==> src/rtl/sonic_sync_ring_writer.sv <==
// Write-side controller for the 2-bit-in / 128-bit-out sync ring: packs a symbol stream into 256 blocks
// of 64 slots, back-pressures against the reader's consumed-block pointer, pads on flush, publishes commits.
module sonic_sync_ring_writer #(
  parameter logic [1:0] PAD_SYMBOL = 2'b00,
  parameter int         DROP_W     = 16
) (
  input  logic              wr_clock,
  input  logic              reset,
  input  logic              enable,
  input  logic              sym_valid,
  input  logic [1:0]        sym_data,
  output logic              sym_ready,
  input  logic              flush,
  input  logic [8:0]        rd_ptr,
  output logic [13:0]       wr_address,
  output logic [1:0]        data_in,
  output logic              wren,
  output logic [8:0]        wr_ptr,
  output logic [8:0]        wr_ptr_gray,
  output logic              overflow,
  output logic [DROP_W-1:0] drop_count,
  output logic [1:0]        dbg_state
);

  // Handshake: a symbol transfers in every cycle where sym_valid and sym_ready are both high;
  // sym_ready depends only on registered state and rd_ptr/enable, never on sym_valid.
  typedef enum logic [1:0] {
    S_IDLE  = 2'd0,
    S_RUN   = 2'd1,
    S_FLUSH = 2'd2,
    S_FULL  = 2'd3
  } state_t;

  localparam logic [DROP_W-1:0] DROP_MAX = {DROP_W{1'b1}};

  state_t            state_q;
  logic [8:0]        blk_q;
  logic [5:0]        idx_q;
  logic              wren_q;
  logic [1:0]        data_q;
  logic [13:0]       addr_q;
  logic              commit_q;
  logic [8:0]        wr_ptr_q;
  logic [8:0]        gray_q;
  logic              overflow_q;
  logic [DROP_W-1:0] drop_q;

  logic [8:0] blk_inc;
  logic [8:0] fill_diff;
  logic [8:0] next_diff;
  logic [8:0] wr_ptr_d;
  logic       space;
  logic       space_next;
  logic       last_slot;
  logic       accept;
  logic       drop;
  state_t     after_block;

  always_comb begin
    blk_inc    = blk_q + 9'd1;
    fill_diff  = blk_q - rd_ptr;
    next_diff  = blk_inc - rd_ptr;
    // (blk - rd_ptr) mod 512 < 256 is exactly "bit 8 of the 9-bit difference is clear".
    space      = ~fill_diff[8];
    space_next = ~next_diff[8];
    wr_ptr_d   = wr_ptr_q + 9'd1;
    last_slot  = (idx_q == 6'd63);
    sym_ready  = (state_q == S_RUN) && space && (enable || (idx_q != 6'd0));
    accept     = sym_valid && sym_ready;
    drop       = sym_valid && !sym_ready && (state_q != S_IDLE);
    if (!enable) begin
      after_block = S_IDLE;
    end else if (space_next) begin
      after_block = S_RUN;
    end else begin
      after_block = S_FULL;
    end
  end

  always_ff @(posedge wr_clock) begin
    if (reset) begin
      state_q    <= S_IDLE;
      blk_q      <= '0;
      idx_q      <= '0;
      wren_q     <= 1'b0;
      data_q     <= '0;
      addr_q     <= '0;
      commit_q   <= 1'b0;
      wr_ptr_q   <= '0;
      gray_q     <= '0;
      overflow_q <= 1'b0;
      drop_q     <= '0;
    end else begin
      wren_q   <= 1'b0;
      commit_q <= 1'b0;
      // Commit lags the last slot's write strobe by one cycle so the RAM write has landed.
      if (commit_q) begin
        wr_ptr_q <= wr_ptr_d;
        gray_q   <= wr_ptr_d ^ (wr_ptr_d >> 1);
      end
      if (drop) begin
        overflow_q <= 1'b1;
        if (drop_q != DROP_MAX) drop_q <= drop_q + DROP_W'(1);
      end
      case (state_q)
        S_IDLE: begin
          if (enable) state_q <= space ? S_RUN : S_FULL;
        end
        S_RUN: begin
          if (accept) begin
            wren_q <= 1'b1;
            data_q <= sym_data;
            addr_q <= {blk_q[7:0], idx_q};
            idx_q  <= idx_q + 6'd1;
          end
          if (accept && last_slot) begin
            blk_q    <= blk_inc;
            commit_q <= 1'b1;
            state_q  <= after_block;
          end else if (flush && (idx_q != 6'd0)) begin
            state_q <= S_FLUSH;
          end else if (!enable && (idx_q == 6'd0)) begin
            state_q <= S_IDLE;
          end
        end
        S_FLUSH: begin
          wren_q <= 1'b1;
          data_q <= PAD_SYMBOL;
          addr_q <= {blk_q[7:0], idx_q};
          idx_q  <= idx_q + 6'd1;
          if (last_slot) begin
            blk_q    <= blk_inc;
            commit_q <= 1'b1;
            state_q  <= after_block;
          end
        end
        S_FULL: begin
          if (space) state_q <= enable ? S_RUN : S_IDLE;
        end
        default: state_q <= S_IDLE;
      endcase
    end
  end

  assign wr_address  = addr_q;
  assign data_in     = data_q;
  assign wren        = wren_q;
  assign wr_ptr      = wr_ptr_q;
  assign wr_ptr_gray = gray_q;
  assign overflow    = overflow_q;
  assign drop_count  = drop_q;
  // Debug view of the controller: 0 idle, 1 run, 2 flush, 3 full.
  assign dbg_state   = state_q;

endmodule

==> config.mk <==
export PLATFORM = sky130hd
export DESIGN_NAME = sonic_sync_ring_writer
export DESIGN_NICKNAME = d
export VERILOG_FILES = /design/src/rtl/sonic_sync_ring_writer.sv
export SDC_FILE = /design/constraint.sdc
export NUM_CORES = 1
export LEC_CHECK = 0
export ABC_AREA = 0
export BUFFER_PORTS_ARGS = -buffer_cell sky130_fd_sc_hd__buf_2
export CAP_MARGIN = 20
export CORE_ASPECT_RATIO = 1.25
export CORE_MARGIN = 3
export CORE_UTILIZATION = 44
export DETAILED_ROUTE_END_ITERATION = 6
export GPL_TIMING_DRIVEN = 0
export PLACE_DENSITY_LB_ADDON = 0.15
export RECOVER_POWER = 50
export SLEW_MARGIN = 20
export SYNTH_ARGS = -nofsm -noshare
export SYNTH_HDL_FRONTEND = slang
export SYNTH_SLANG_ARGS = --single-unit
==> constraint.sdc <==
create_clock -name wr_clock -period 3.4 [get_ports wr_clock]
set_clock_uncertainty 0.2 [all_clocks]
set_input_delay 0.68 -clock wr_clock [delete_from_list [all_inputs] [get_ports wr_clock]]
set_output_delay 0.68 -clock wr_clock [all_outputs]
set_load 0.01 [all_outputs]
=== After elaboration in Yosys (flattened, before gate mapping) ===
Cells that the tools add are included.

* Input bits: 16
* Word-level logic and storage cells: 75
* Register bits after elaboration: 70
* Output and inout bits: 55

* Eq/ne operators: 11
* Muxes and demuxes: 25
* Bitwise operators: 2
* Reduce and logical (&&, ||, !) cells: 20
* Add/subtract/negate cells: 6

{| class="wikitable"
|+ Operators with widths
! operator !! count
|-
| one-hot mux 14 bit (2 select lines) || 1
|-
| two-way mux 2 bit || 10
|-
| adder 9 x 1 -> 9 bit, second input constant || 2
|-
| two-way mux 9 bit || 2
|-
| one-hot mux 9 bit (2 select lines) || 1
|-
| subtractor 9 bit || 2
|-
| adder 16 x 1 -> 16 bit, second input constant || 1
|-
| != test 16 bit, second input constant || 1
|-
| two-way mux 14 bit || 1
|-
| one-hot mux 6 bit (2 select lines) || 1
|-
| XOR 9 x 8 -> 9 bit || 1
|-
| logical AND 1 bit || 8
|-
| != test 2 bit, second input constant || 4
|-
| one-hot mux 2 bit (4 select lines) || 1
|-
| adder 6 x 1 -> 6 bit, second input constant || 1
|-
| == test 6 bit, second input constant || 1
|-
| zero test 6 bit || 1
|-
| two-way mux 6 bit || 1
|-
| nonzero test 6 bit || 1
|-
| == test 2 bit, second input constant || 2
|-
| two-way mux 1 bit || 4
|-
| != test 4 x 1 -> 1 bit, second input constant || 1
|-
| one-hot mux 1 bit (2 select lines) || 2
|-
| one-hot mux 2 bit (2 select lines) || 1
|-
| other kinds (10) || 13
|}

=== Logic depth before layout (Yosys ltp) ===
* Depth in word-level cells: 8
* Depth in mapped cells: 12
* Depth with buffers taken out: 12

=== Worst setup path before layout ===
Ideal clock, no wire load.

* Path kind: input to output
* From: in rd_ptr[1]
* To: out sym_ready
* Required time: 2520 ps
* Buffers on the path: 1
* Data arrival time: 2219 ps
* Path slack: 301 ps
* Stages on the path: 6
* Cells stage by stage: inv_1 -> ha_1 -> a2111o_1 -> a211o_1 -> a31oi_4 -> clkbuf_1

* Cells in the longest elaborated chain, start to end: 4

{| class="wikitable"
|+ RTL lines
! what !! line !! RTL
|-
| from (decl) || 14 || <nowiki>input logic [8:0] rd_ptr,</nowiki>
|-
| subtractor 9 bit || 61 || <nowiki>fill_diff = blk_q - rd_ptr;</nowiki>
|-
| inverter 1 bit || 64 || <nowiki>space = ~fill_diff[8];</nowiki>
|-
| logical AND 1 bit (2 in series) || 68 || <nowiki>sym_ready = (state_q == S_RUN) && space && (enable || (idx_q != 6'd0));</nowiki>
|-
| to (decl) || 12 || <nowiki>output logic sym_ready,</nowiki>
|}

No other way between the ends.

=== Worst setup path in the final report ===
Ends and elaborated chain as after synthesis.

==> metrics <==
Rows=36; initial antenna violation count=0; Die Wd=87.5 um; Post-synth EDFFs=0; crit start category=input port; Static Leakage=0.00158 uW; layout cells sized above 1=8.75%; Routed WL=8990 um; synthesis warning total=0; most common cell after layout, fill and taps aside=clkbuf_1; r2r setup slk=0.21 ns; length in cells of the worst reg-to-reg path=12; pins over their slew limit=0; n_diodes=0; hold depth=2; largest net degree at the start of global routing=16; Worst Max-Slew Pin Slew=0.618 ns; Die Y=108 um; first-pass GRT wire length=15,300 um; Post-Syn Area=3650 sq um; status=finished clean; Cell variety after synth=47; critical path arrival=2.31 ns; top cell type's share of synthesized area=37.8%; Clk Latency, worst-skew pair=0.34 ns; TritonCTS clock tree=yes; fmax=313 MHz; post-synthesis compound-gate area fraction=14.9%; number of global-route vias before repair=3,276; FFs w/ async S/R, synth=0%; nets=561; syn avg cell area=8.31 sq um; Num CTS Buffers=9; multi-input logic area=2120 sq um; Worst Slack Setup Final=0.208 ns; multiplexer share of the synthesized area=1.95%; utilization after layout=54.8%; Worst slew margin=58.5%; IR drop worst, VDD=416 uV; area of the core=7930 sq um; synthesized flop and latch total=69; main combinational cell family by area after synthesis=simple AND/OR/NAND/NOR gates; worst path required time=2.52 ns; FF/Latch Area=1380 sq um; number of buffers added on ports=69; CTS Sinks=69; Area growth syn-to-layout=18.9%; DP Area=4120 sq um; total track usage=20.0%; Synth area leaders=dfxtp_1, ha_1, xnor2_1; Synth Flop Type=dfxtp_1; WL/cell=14.5 um; commonest cells after routing, fill and taps aside=clkbuf_1, dfxtp_1, nand2_1, nor2_1, a21oi_1; Clock Pin Slew Worst Setup and Hold Paths=0.07 ns; worst hold path type=register to register; final instance area=4350 sq um; Final Hold Fails=0; max-cap viol count=0; Starting Density=46.1%; Cells after Synth=440; RSZ-0062 raised after global routing=false; Crit Path Class=input port to output port; xor/xnor share of the synthesized area=10.3%; fin crit share=93.9%; H-tree levels=3; critical-path maximum fanout=10; register area share after synthesis=37.8%; drt pass-1 iters=5; I/O pin count=71; # setup viols final=0; iteration-0 DRC count of the detailed router=115; Worst setup EP type=output port; RePlAce Congestion=0.864; Period minus WS final=3.19 ns; simple-gate area share of the yosys netlist=22.4%; cell taking the most area after synthesis=dfxtp_1; Final HPWL DP=6750 um; vias per cell=5.44; Post-Synth Adder-Cell Area=8.22%; deepest clock path buffer count=2; overall overflow remaining after global route=0; Routed Antenna Nets=0; pwr/cell area=531 nW/um^2; filler cell count=805; Syn Nets=480; total number of vias=3,377; # DRC=0; setup slack at placement=-0.188 ns; die area=9440 sq um; root buf cell=clkbuf_8
-- where the power goes --
part	total, uW	internal (uW)	switching, uW
Combinational	536	188	347
Sequential	881	842	38.9
Clock	893	582	311
Total	2310	1610	698
-- cell type report --
class | instances | share of cell area [%]
clock buffers | 10 | 3.17
plain buffers | 22 | 2.07
multi-input cells | 330 | 48.8
well taps | 95 | 2.73
inverters | 18 | 1.55
clock inverters | 6 | 3.08
flip-flops and latches | 69 | 31.8
repair buffers | 71 | 6.76
-- cells by family after synthesis --
| group | count (synthesis) |
|---|---|
| simple gates | 170 |
| compound gates | 86 |
| flops | 69 |
| xor+xnor | 43 |
| buf+inv | 41 |
| fa+ha+maj | 24 |
| mux | 7 |
-- synthesized netlist by cell type (2+ instances only) --
library cell	instances
a2111oi_0	2
buf_2	3
nand4_1	7
xor2_1	10
nand4b_1	2
nand3_1	17
nand2b_1	2
nor2b_1	2
a21oi_1	41
nor3_1	9
ha_1	24
nor4_1	5
o31ai_1	8
nor2_1	42
a211oi_1	5
inv_1	18
xnor2_1	33
and3_1	11
nand2_1	51
nor3b_1	2
or4_1	8
mux2i_1	6
dfxtp_1	69
buf_1	2
a22o_1	2
a311oi_1	2
o21ai_0	13
or2_2	2
or3_1	8
clkbuf_1	17
-- per-stage QoR --
stage	setup TNS, ns	std cells	hold WS, ns	power (uW)
after global routing	0	621	0.276	2430
final	0	621	0.255	2310
after global placement	-0.214	604	0.237	1420
after floorplan	0	440	0.262	1270
after detailed placement	-0.249	604	0.246	1430
after CTS	0	619	0.258	2320
-- sequential cells by signal, summed over array words and instances, names as in the netlist --
register / flops
drop_count: 16
wr_address: 14
blk_q: 9
wr_ptr: 9
wr_ptr_gray: 8
idx_q: 6
data_in: 2
dbg_state: 2
commit_q: 1
overflow: 1
wren: 1
-- repair_timing --
action | in CTS | in global routing
buffers inserted | 0 | 2
gates resized for setup | 0 | 3
hold endpoints to repair | 0 | 0
hold buffers | 0 | 0
setup endpoints to repair | 1 | 14
pin swaps | 0 | 1
-- per-layer routing --
metal / wire (um) / global-route usage [%] / vias up / share of wire, %
li1: - / - / 1709 / -
met2: 4240 / 32.4 / 77 / 47
met1: 4150 / 26.1 / 1581 / 46
met3: 487 / 4.52 / 10 / 5.4
met4: 118 / 6.25 / 0 / 1.3
met5: 0 / 0 / - / 0
-- critical path, stage by stage --
cell	delay, ns
buf_2	0.07
inv_1	0.04
ha_1	0.29
a2111o_1	0.40
a211o_1	0.32
a31oi_4	0.30
buf_2	0.20
-- worst paths after layout --
path	start	end
max reg2reg	blk_q[0]	dbg_state[1]
max	rd_ptr[1]	sym_ready
min reg2reg	wr_address[7]	wr_address[7]
min	wr_address[7]	wr_address[7]
(Power assumes the default switching activity.)
